**config.mk**
```make
export PLATFORM = sky130hd
export DESIGN_NAME = driver_74hc165_flat
export DESIGN_NICKNAME = d
export VERILOG_FILES = /design/src/rtl/driver_74hc165_if.sv /design/src/rtl/driver_74hc165.sv /design/src/flat_wrapper.sv
export SDC_FILE = /design/constraint.sdc
export NUM_CORES = 1
export LEC_CHECK = 0
export ABC_CLOCK_PERIOD_IN_PS = 1950
export CAP_MARGIN = 0
export CORE_MARGIN = 5
export CORE_UTILIZATION = 45
export DETAILED_ROUTE_END_ITERATION = 6
export GPL_TIMING_DRIVEN = 1
export PLACE_DENSITY = 0.68
export SKIP_LAST_GASP = 1
export SYNTH_ARGS = -nofsm -noshare
export SYNTH_HDL_FRONTEND = slang
export SYNTH_SLANG_ARGS = --single-unit
export TNS_END_PERCENT = 5
```
**constraint.sdc**
```tcl
create_clock -name clk -period 1.95 [get_ports clk]
set_input_delay 0.195 -clock clk [delete_from_list [all_inputs] [get_ports clk]]
set_output_delay 0.195 -clock clk [all_outputs]
set_load 0.02 [all_outputs]
```
**src/rtl/driver_74hc165_if.sv**
```systemverilog
// driver_74hc165_if: bus between the 74HC165 scanner and its user/board
//   scan_en          user -> driver, keep scanning
//   SER_IN_0/1       board -> driver, QH of chain 0/1
//   SH_LD_N, SRCLK   driver -> board, 165 load/shift and clock
//   data_0/1, valid  driver -> user, committed frames and update strobe
interface driver_74hc165_if #(
  parameter int WIDTH = 32
);
  logic scan_en, SER_IN_0, SER_IN_1, SH_LD_N, SRCLK, valid;
  logic [WIDTH-1:0] data_0, data_1;
  modport master (input scan_en, SER_IN_0, SER_IN_1, output SH_LD_N, SRCLK, data_0, data_1, valid);
  modport slave (output scan_en, SER_IN_0, SER_IN_1, input SH_LD_N, SRCLK, data_0, data_1, valid);
endinterface

```
**src/rtl/driver_74hc165.sv**
```systemverilog
// driver_74hc165: continuous scanner for two daisy-chained 74HC165 chains
//   clk, resetn (async, active low); bus = driver_74hc165_if.master
//   optional DRIVER_74HC165_DEBOUNCE_EN: commit only two consecutive identical frames
module driver_74hc165 #(
  parameter int WIDTH = 32,
  parameter int CLK_DIV = 1
) (
  input logic clk,
  input logic resetn,
  driver_74hc165_if.master bus
);
  localparam int DW = CLK_DIV > 1 ? $clog2(CLK_DIV) : 1;
  localparam int BW = $clog2(WIDTH);
  typedef enum logic [2:0] {IDLE, LOAD, HOLD, SHIFT_LO, SHIFT_HI, DONE} state_t;
  state_t r_state;
  logic [DW-1:0] r_div;
  logic [BW-1:0] r_bit_cnt;
  logic r_sh_ld_n, r_srclk, r_valid;
  logic [WIDTH-2:0] r_sh0, r_sh1;
  logic [WIDTH-1:0] r_data0, r_data1;
  logic w_tick, w_last;
  logic [WIDTH-1:0] w_new0, w_new1;
`ifdef DRIVER_74HC165_DEBOUNCE_EN
  logic [WIDTH-1:0] r_prev0, r_prev1;
  logic r_primed;
`endif
  assign w_tick = r_div == DW'(CLK_DIV - 1);
  assign w_last = r_bit_cnt == BW'(WIDTH - 1);
  assign w_new0 = {r_sh0, bus.SER_IN_0};
  assign w_new1 = {r_sh1, bus.SER_IN_1};
  assign bus.SH_LD_N = r_sh_ld_n;
  assign bus.SRCLK = r_srclk;
  assign bus.data_0 = r_data0;
  assign bus.data_1 = r_data1;
  assign bus.valid = r_valid;
  always_ff @(posedge clk or negedge resetn) begin
    if (!resetn) begin
      r_state <= IDLE;
      r_div <= '0;
      r_bit_cnt <= '0;
      r_sh_ld_n <= 1'b1;
      r_srclk <= 1'b0;
      r_valid <= 1'b0;
      r_sh0 <= '0;
      r_sh1 <= '0;
      r_data0 <= '0;
      r_data1 <= '0;
`ifdef DRIVER_74HC165_DEBOUNCE_EN
      r_prev0 <= '0;
      r_prev1 <= '0;
      r_primed <= 1'b0;
`endif
    end else begin
      r_div <= w_tick ? '0 : r_div + 1'b1;
      r_valid <= 1'b0;
      if (w_tick) begin
        case (r_state)
          IDLE: if (bus.scan_en) begin
            r_state <= LOAD;
            r_sh_ld_n <= 1'b0;
          end
          LOAD: begin
            r_state <= HOLD;
            r_sh_ld_n <= 1'b1;
          end
          HOLD: r_state <= SHIFT_LO;
          SHIFT_LO: begin
            r_sh0 <= w_new0[WIDTH-2:0];
            r_sh1 <= w_new1[WIDTH-2:0];
            r_bit_cnt <= w_last ? '0 : r_bit_cnt + 1'b1;
            r_state <= w_last ? DONE : SHIFT_HI;
            r_srclk <= !w_last;
            if (w_last) begin
`ifdef DRIVER_74HC165_DEBOUNCE_EN
              // the first frame after reset only primes the history
              r_prev0 <= w_new0;
              r_prev1 <= w_new1;
              r_primed <= 1'b1;
              if (r_primed && w_new0 == r_prev0 && w_new1 == r_prev1) begin
                r_data0 <= w_new0;
                r_data1 <= w_new1;
                r_valid <= 1'b1;
              end
`else
              r_data0 <= w_new0;
              r_data1 <= w_new1;
              r_valid <= 1'b1;
`endif
            end
          end
          SHIFT_HI: begin
            r_state <= SHIFT_LO;
            r_srclk <= 1'b0;
          end
          DONE: begin
            r_bit_cnt <= '0;
            r_state <= bus.scan_en ? LOAD : IDLE;
            r_sh_ld_n <= !bus.scan_en;
          end
          default: r_state <= IDLE;
        endcase
      end
    end
  end
endmodule

```
**src/flat_wrapper.sv**
```systemverilog
// flat-port wrapper written by rule: the top's interface ports become plain ports
module driver_74hc165_flat 
#(
  parameter int WIDTH = 32,
  parameter int CLK_DIV = 1
)
  (clk, resetn, bus_scan_en, bus_SER_IN_0, bus_SER_IN_1, bus_SH_LD_N, bus_SRCLK, bus_data_0, bus_data_1, bus_valid);
  driver_74hc165_if #(.WIDTH(WIDTH)) bus_i ();
  input logic clk;
  input logic resetn;
  input wire logic [$bits(bus_i.scan_en)-1:0] bus_scan_en;
  input wire logic [$bits(bus_i.SER_IN_0)-1:0] bus_SER_IN_0;
  input wire logic [$bits(bus_i.SER_IN_1)-1:0] bus_SER_IN_1;
  output wire logic [$bits(bus_i.SH_LD_N)-1:0] bus_SH_LD_N;
  output wire logic [$bits(bus_i.SRCLK)-1:0] bus_SRCLK;
  output wire logic [$bits(bus_i.data_0)-1:0] bus_data_0;
  output wire logic [$bits(bus_i.data_1)-1:0] bus_data_1;
  output wire logic [$bits(bus_i.valid)-1:0] bus_valid;
  assign bus_i.scan_en = bus_scan_en;
  assign bus_i.SER_IN_0 = bus_SER_IN_0;
  assign bus_i.SER_IN_1 = bus_SER_IN_1;
  assign bus_SH_LD_N = bus_i.SH_LD_N;
  assign bus_SRCLK = bus_i.SRCLK;
  assign bus_data_0 = bus_i.data_0;
  assign bus_data_1 = bus_i.data_1;
  assign bus_valid = bus_i.valid;
  driver_74hc165 #(.WIDTH(WIDTH), .CLK_DIV(CLK_DIV)) u_core (.clk(clk), .resetn(resetn), .bus(bus_i));
endmodule
```
### After elaboration in Yosys (flattened, before gate mapping)

Index checks and enable logic that the tools add are counted.

| storage, ports and cells | value |
|---|---|
| flip-flop bits (word level) | 138 |
| input port bits | 5 |
| output and inout bits | 67 |

| operators by class | value |
|---|---|
| $add $sub $neg | 2 |
| eq/ne operators | 7 |
| mux-type cells | 13 |
| bitwise operators | 1 |
| reductions and logical operators | 13 |

Operator list:

| kind | number |
|---|---|
| $pmux W3 S5 | 1 |
| $pmux W5 S2 | 1 |
| $reduce_and A2 Y1 | 4 |
| $mux W1 | 7 |
| $eq A3 B2 Y1 const B | 2 |
| $eq A3 B3 Y1 const B | 2 |
| $reduce_and A3 Y1 | 2 |
| $add A5 B1 Y5 const B | 1 |
| $eq A5 B5 Y1 const B | 1 |
| $mux W5 | 1 |
| $reduce_bool A2 Y1 | 2 |
| $eq A3 B1 Y1 const B | 1 |
| $logic_not A3 Y1 | 1 |
| $mux W3 | 1 |
| $pmux W1 S3 | 1 |
| $reduce_bool A3 Y1 | 1 |
| $logic_not A1 Y1 | 2 |
| $ne A2 B2 Y1 const B | 1 |
| $pmux W1 S2 | 1 |
| $reduce_or A2 Y1 | 1 |
| $add A1 B1 Y1 const B | 1 |
| $not A1 Y1 | 1 |

### Logic depth before layout (Yosys ltp)

Gate-level depths: netlist of the first run.

| logic depth | value |
|---|---|
| depth in word-level cells | 4 |
| depth in mapped cells | 8 |

### Worst setup path after synthesis of the first run

Ideal clock, no wire load.

| timing | value |
|---|---|
| path type | reg-to-reg |
| start point | register u_core.r_bit_cnt[0] |
| end point | register u_core.r_data1[11] (netlist: u_core.bus.data_1[11]) |
| setup time | 0.125 ns |
| arrival time | 1.740 ns |
| required time | 1.825 ns |
| setup slack | 0.085 ns |
| cell stages (with the launch flop) | 8 |
| buffers on the path | 2 |
| clock period less this slack | 1.865 ns |
| path through | dfrtp_1 ha_1 and3_1 ha_1 nand2_4 buf_6 buf_6 mux2_4 |

| on the way | value |
|---|---|
| word-level cells in the longest chain between the ends | 2 |

Ends and longest elaborated chain:

| item | line | text |
|---|---|---|
| start: declaration | driver_74hc165.sv:17 | `logic [BW-1:0] r_bit_cnt;` |
| start signal: assignment | driver_74hc165.sv:70 | `r_bit_cnt <= w_last ? '0 : r_bit_cnt + 1'b1;` |
| $eq A5 B5 Y1 | driver_74hc165.sv:28 | `assign w_last = r_bit_cnt == BW'(WIDTH - 1);` |
| $reduce_and A3 Y1 (no line) | -- |  |
| end signal: assignment | driver_74hc165.sv:86 | `r_data1 <= w_new1;` |
| end: declaration | driver_74hc165.sv:20 | `logic [WIDTH-1:0] r_data0, r_data1;` |

Every way passes these cells.
A chain may end at the register's enable or synchronous reset.

### Worst setup path after layout of the first run

| timing | value |
|---|---|
| start point | register u_core.r_bit_cnt[1] |
| end point | register u_core.r_data0[30] (netlist: u_core.bus.data_0[30]) |

| on the way | value |
|---|---|
| word-level cells in the longest chain between the ends | 2 |

Ends and longest elaborated chain:

| item | line | text |
|---|---|---|
| $eq A5 B5 Y1 | driver_74hc165.sv:28 |  |
| $reduce_and A3 Y1 (no line) | -- |  |
| end signal: assignment | driver_74hc165.sv:85 | `r_data0 <= w_new0;` |
| end: declaration | driver_74hc165.sv:20 |  |

Every way passes these cells.

==> results by group, run 1 <==
Global routing
  – Vias in the first global route: 3495
  – First-pass GRT wire length: 18000 µm
  – Largest net degree at the start of global routing: 65
  – Total GRT Usage: 15.6%
  – Antenna violations before repair: 0
  – Gr ovfl total: 0

Floorplanning
  – Die area: 0.0142 mm²
  – Die Y: 119 µm
  – Row cnt: 39
  – IO Pins: 72
  – Effective utilization at floorplan: 46.5%
  – Core Area: 0.0115 mm²
  – Chip Width: 119 µm

CTS
  – Post-CTS setup buffer count: 0
  – Clock buffer depth: 2
  – Clk Latency, worst-skew pair: 0.40 ns
  – Max H-tree Level: 4
  – Clk sink count: 137
  – CTS root buf: clkbuf_16
  – CTS tree: done
  – Num CTS Buffers: 17
  – Clock-pin slew on the worst setup and hold paths: 0.06 ns

Timing
  – Hold_ws: 0.280 ns
  – Worst slew pin tran: 0.676 ns
  – RSZ-0062 raised after global routing: false
  – Worst rel slew slack: 54.9%
  – Clock Skew: 0.00906 ns
  – Final setup fails: 0
  – Slew Viols, Final: 0
  – Max Fclk: 537 MHz
  – Setup TNS: 0 ns
  – Tcrit/Tclk final: 95.5%
  – Post-route minimum period: 1.86 ns
  – Final-report hold violation count: 0

Power and ir drop
  – VDD IR max: 0.000528 V
  – Leak pwr: 3.60 nW
  – Power Dens Cells: 1150 mW/mm²

Final layout
  – Fraction of layout cells with a size suffix above 1: 20.5%
  – Finished Cell Area: 0.00688 mm²
  – Area Overhead vs Synth: 28.6%
  – Nets: 545
  – Ant. Diodes: 0

Logic synthesis
  – Yosys top cell area share: 63.6%
  – Ys flop type: dfrtp_1
  – Seq cells post-synth: 137
  – EDFF count, synth: 0
  – Leading area contributor after synthesis: dfrtp_1
  – Sequential area share after synthesis: 64.1%
  – Avg Cell Area, Syn: 11.7 µm²
  – Cells after synthesis: 458
  – Synth Cell Area: 0.00535 mm²
  – Post-synthesis net count: 465
  – Most common cell in the synthesized netlist: nand2_1
  – Leading cell types by total area after synthesis: dfrtp_1, nand2_1, mux2_2
  – Most frequent cells after synthesis: nand2_1, dfrtp_1, mux2_2
  – Netlist cell types: 32
  – Synth warnings: 0
  – Async SR Flop Fraction: 100%

Worst setup path
  – Critical Path End Type: flip-flop
  – Crit start category: flip-flop
  – Path depth of the worst reg2reg path: 6
  – CP max FO: 19
  – Reg-to-reg critical path endpoint: u_core.bus.data_0[30]
  – Worst path required time: 2.24 ns
  – RR Startpoint: u_core.r_bit_cnt[1]
  – Crit path DAT: 2.15 ns
  – Reg2Reg Setup Slack: 0.09 ns
  – CP Class: reg2reg

Status
  – Outcome: finished clean

Detailed routing
  – M1 WL: 4720 µm
  – DR DRC count: 0
  – Met2 routed WL: 5000 µm
  – Drt wl/cell: 14.9 µm
  – Detailed Routing Iterations Pass 1: 4
  – First-iteration detailed-routing DRC count: 241
  – Vias: 3432
  – Via density: 4.95
  – Highest routed layer: met4
  – Met3 WL: 483 µm
  – Routed wire length: 10300 µm
  – Detail Route Antenna Nets: 0

Place
  – DP Area: 0.00625 mm²
  – HPWL after DPL: 6470 µm
  – Port bufs: 71
  – Routability congestion estimate: 0.835

Worst hold path
  – Worst min path class: in2async

Flow run
  – Max Cap Violations: 0
==> power by group <==
group	leakage, nW	switching (mW)	internal (mW)
Combinational	1.41	0.822	0.401
Clock	0.305	1.16	2.14
Sequential	1.88	0.236	3.16
==> per-stage QoR <==
stage	power, mW	instances	worst slack (ns)	util [%]
final	7.93	694	0.0879	59.8
after global routing	8.36	694	0.0290	59.8
after CTS	8.01	694	0.0218	59.7
after detailed placement	4.67	661	0.0282	54.2
after global placement	4.61	661	0.108	54.2
after floorplan	4.25	458	0.0850	-
==> cells in the final DEF, fill, tap and decap left out, types with 2 or more instances in the layout <==
master and count:
a22oi_1 3, ha_1 2, a21oi_1 3, clkinvlp_4 2, inv_6 2, nand3_1 2
a31oi_1 2, clkbuf_16 17, dfrtp_1 136, nor2_1 4, nor2b_1 2, mux2_4 20
clkinv_2 4, buf_12 4, clkdlybuf4s50_1 70, mux2_2 44, clkbuf_8 4, inv_1 3
nand2_1 192, o21ai_0 6, buf_4 8, bufinv_16 3
==> kinds of logic (layout without fill, tap and decap cells) <==
family,count (synthesis),count (layout),synth area share (%)
buffers and inverters,28,121,2.97
flip-flops,137,137,64.1
AND/OR/NAND/NOR,208,208,15.3
AO/OA/AOI/OAI,19,19,2.27
multiplexers,64,64,14.9
adder cells (fa/ha/maj),2,2,0.468
==> how the worst max path moves through the flow <==
| stage | cells after the start | from | slack [ns] | to |
|---|---|---|---|---|
| 2_1_floorplan | 7 | u_core.r_bit_cnt[0] | 0.09 | u_core.bus.data_1[11] |
| 3_3_place_gp | 6 | u_core.r_bit_cnt[1] | 0.11 | u_core.bus.data_0[12] |
| 3_5_place_dp | 6 | u_core.r_bit_cnt[1] | 0.03 | u_core.bus.data_0[15] |
| 4_1_cts | 6 | u_core.r_bit_cnt[1] | 0.02 | u_core.bus.data_0[3] |
| 5_1_grt | 6 | u_core.r_bit_cnt[1] | 0.03 | u_core.bus.data_0[3] |
| 6_report | 6 | u_core.r_bit_cnt[1] | 0.09 | u_core.bus.data_0[30] |
==> repair_timing <==
item	4_1_cts	5_1_grt
hold endpoints to repair	40	0
endpoints found under the setup margin	0	26
hold buffers	1	0
resized for setup	0	1
==> critical path, cell delays in order, from the launching register on <==
cell and delay [ns]:
dfrtp_1 0.42, ha_1 0.22, and3_1 0.19, ha_1 0.22, nand2_4 0.13, buf_12 0.20
mux2_2 0.35
==> flip-flops by register name, summed over array words and instances, names as in the netlist <==
name	flops
u_core.bus.SH_LD_N	1
u_core.bus.data_1	32
u_core.bus.data_0	32
u_core.r_state	3
u_core.r_sh1	31
u_core.bus.SRCLK	1
u_core.r_bit_cnt	5
u_core.bus.valid	1
u_core.r_sh0	31
==> layout make-up <==
cell class | count | area [µm²]
Fill cell | 922 | 4630
Sequential cell | 137 | 3430
Multi-Input combinational cell | 293 | 1760
Timing Repair Buffer | 84 | 862
Clock buffer | 21 | 480
Tap cell | 143 | 179
Clock inverter | 11 | 143
Inverter | 5 | 26.3
==> per-layer routing <==
layer	GRT usage [%]	up-vias
li1	-	1647
met1	20.8	1705
met3	4.79	9
met4	5.58	0
met5	0	-
met2	24.3	71
(Power assumes the default switching activity.)
==> run 2, diff against run 1 <==
--- a/config.mk
+++ b/config.mk
@@ -6,7 +6,6 @@
 export NUM_CORES = 1
 export LEC_CHECK = 0
 export ABC_CLOCK_PERIOD_IN_PS = 1950
-export CAP_MARGIN = 0
 export CORE_MARGIN = 5
 export CORE_UTILIZATION = 45
 export DETAILED_ROUTE_END_ITERATION = 6
==> results of run 2 <==
The final DEF is identical to that of run 1; final timing and power are the same.
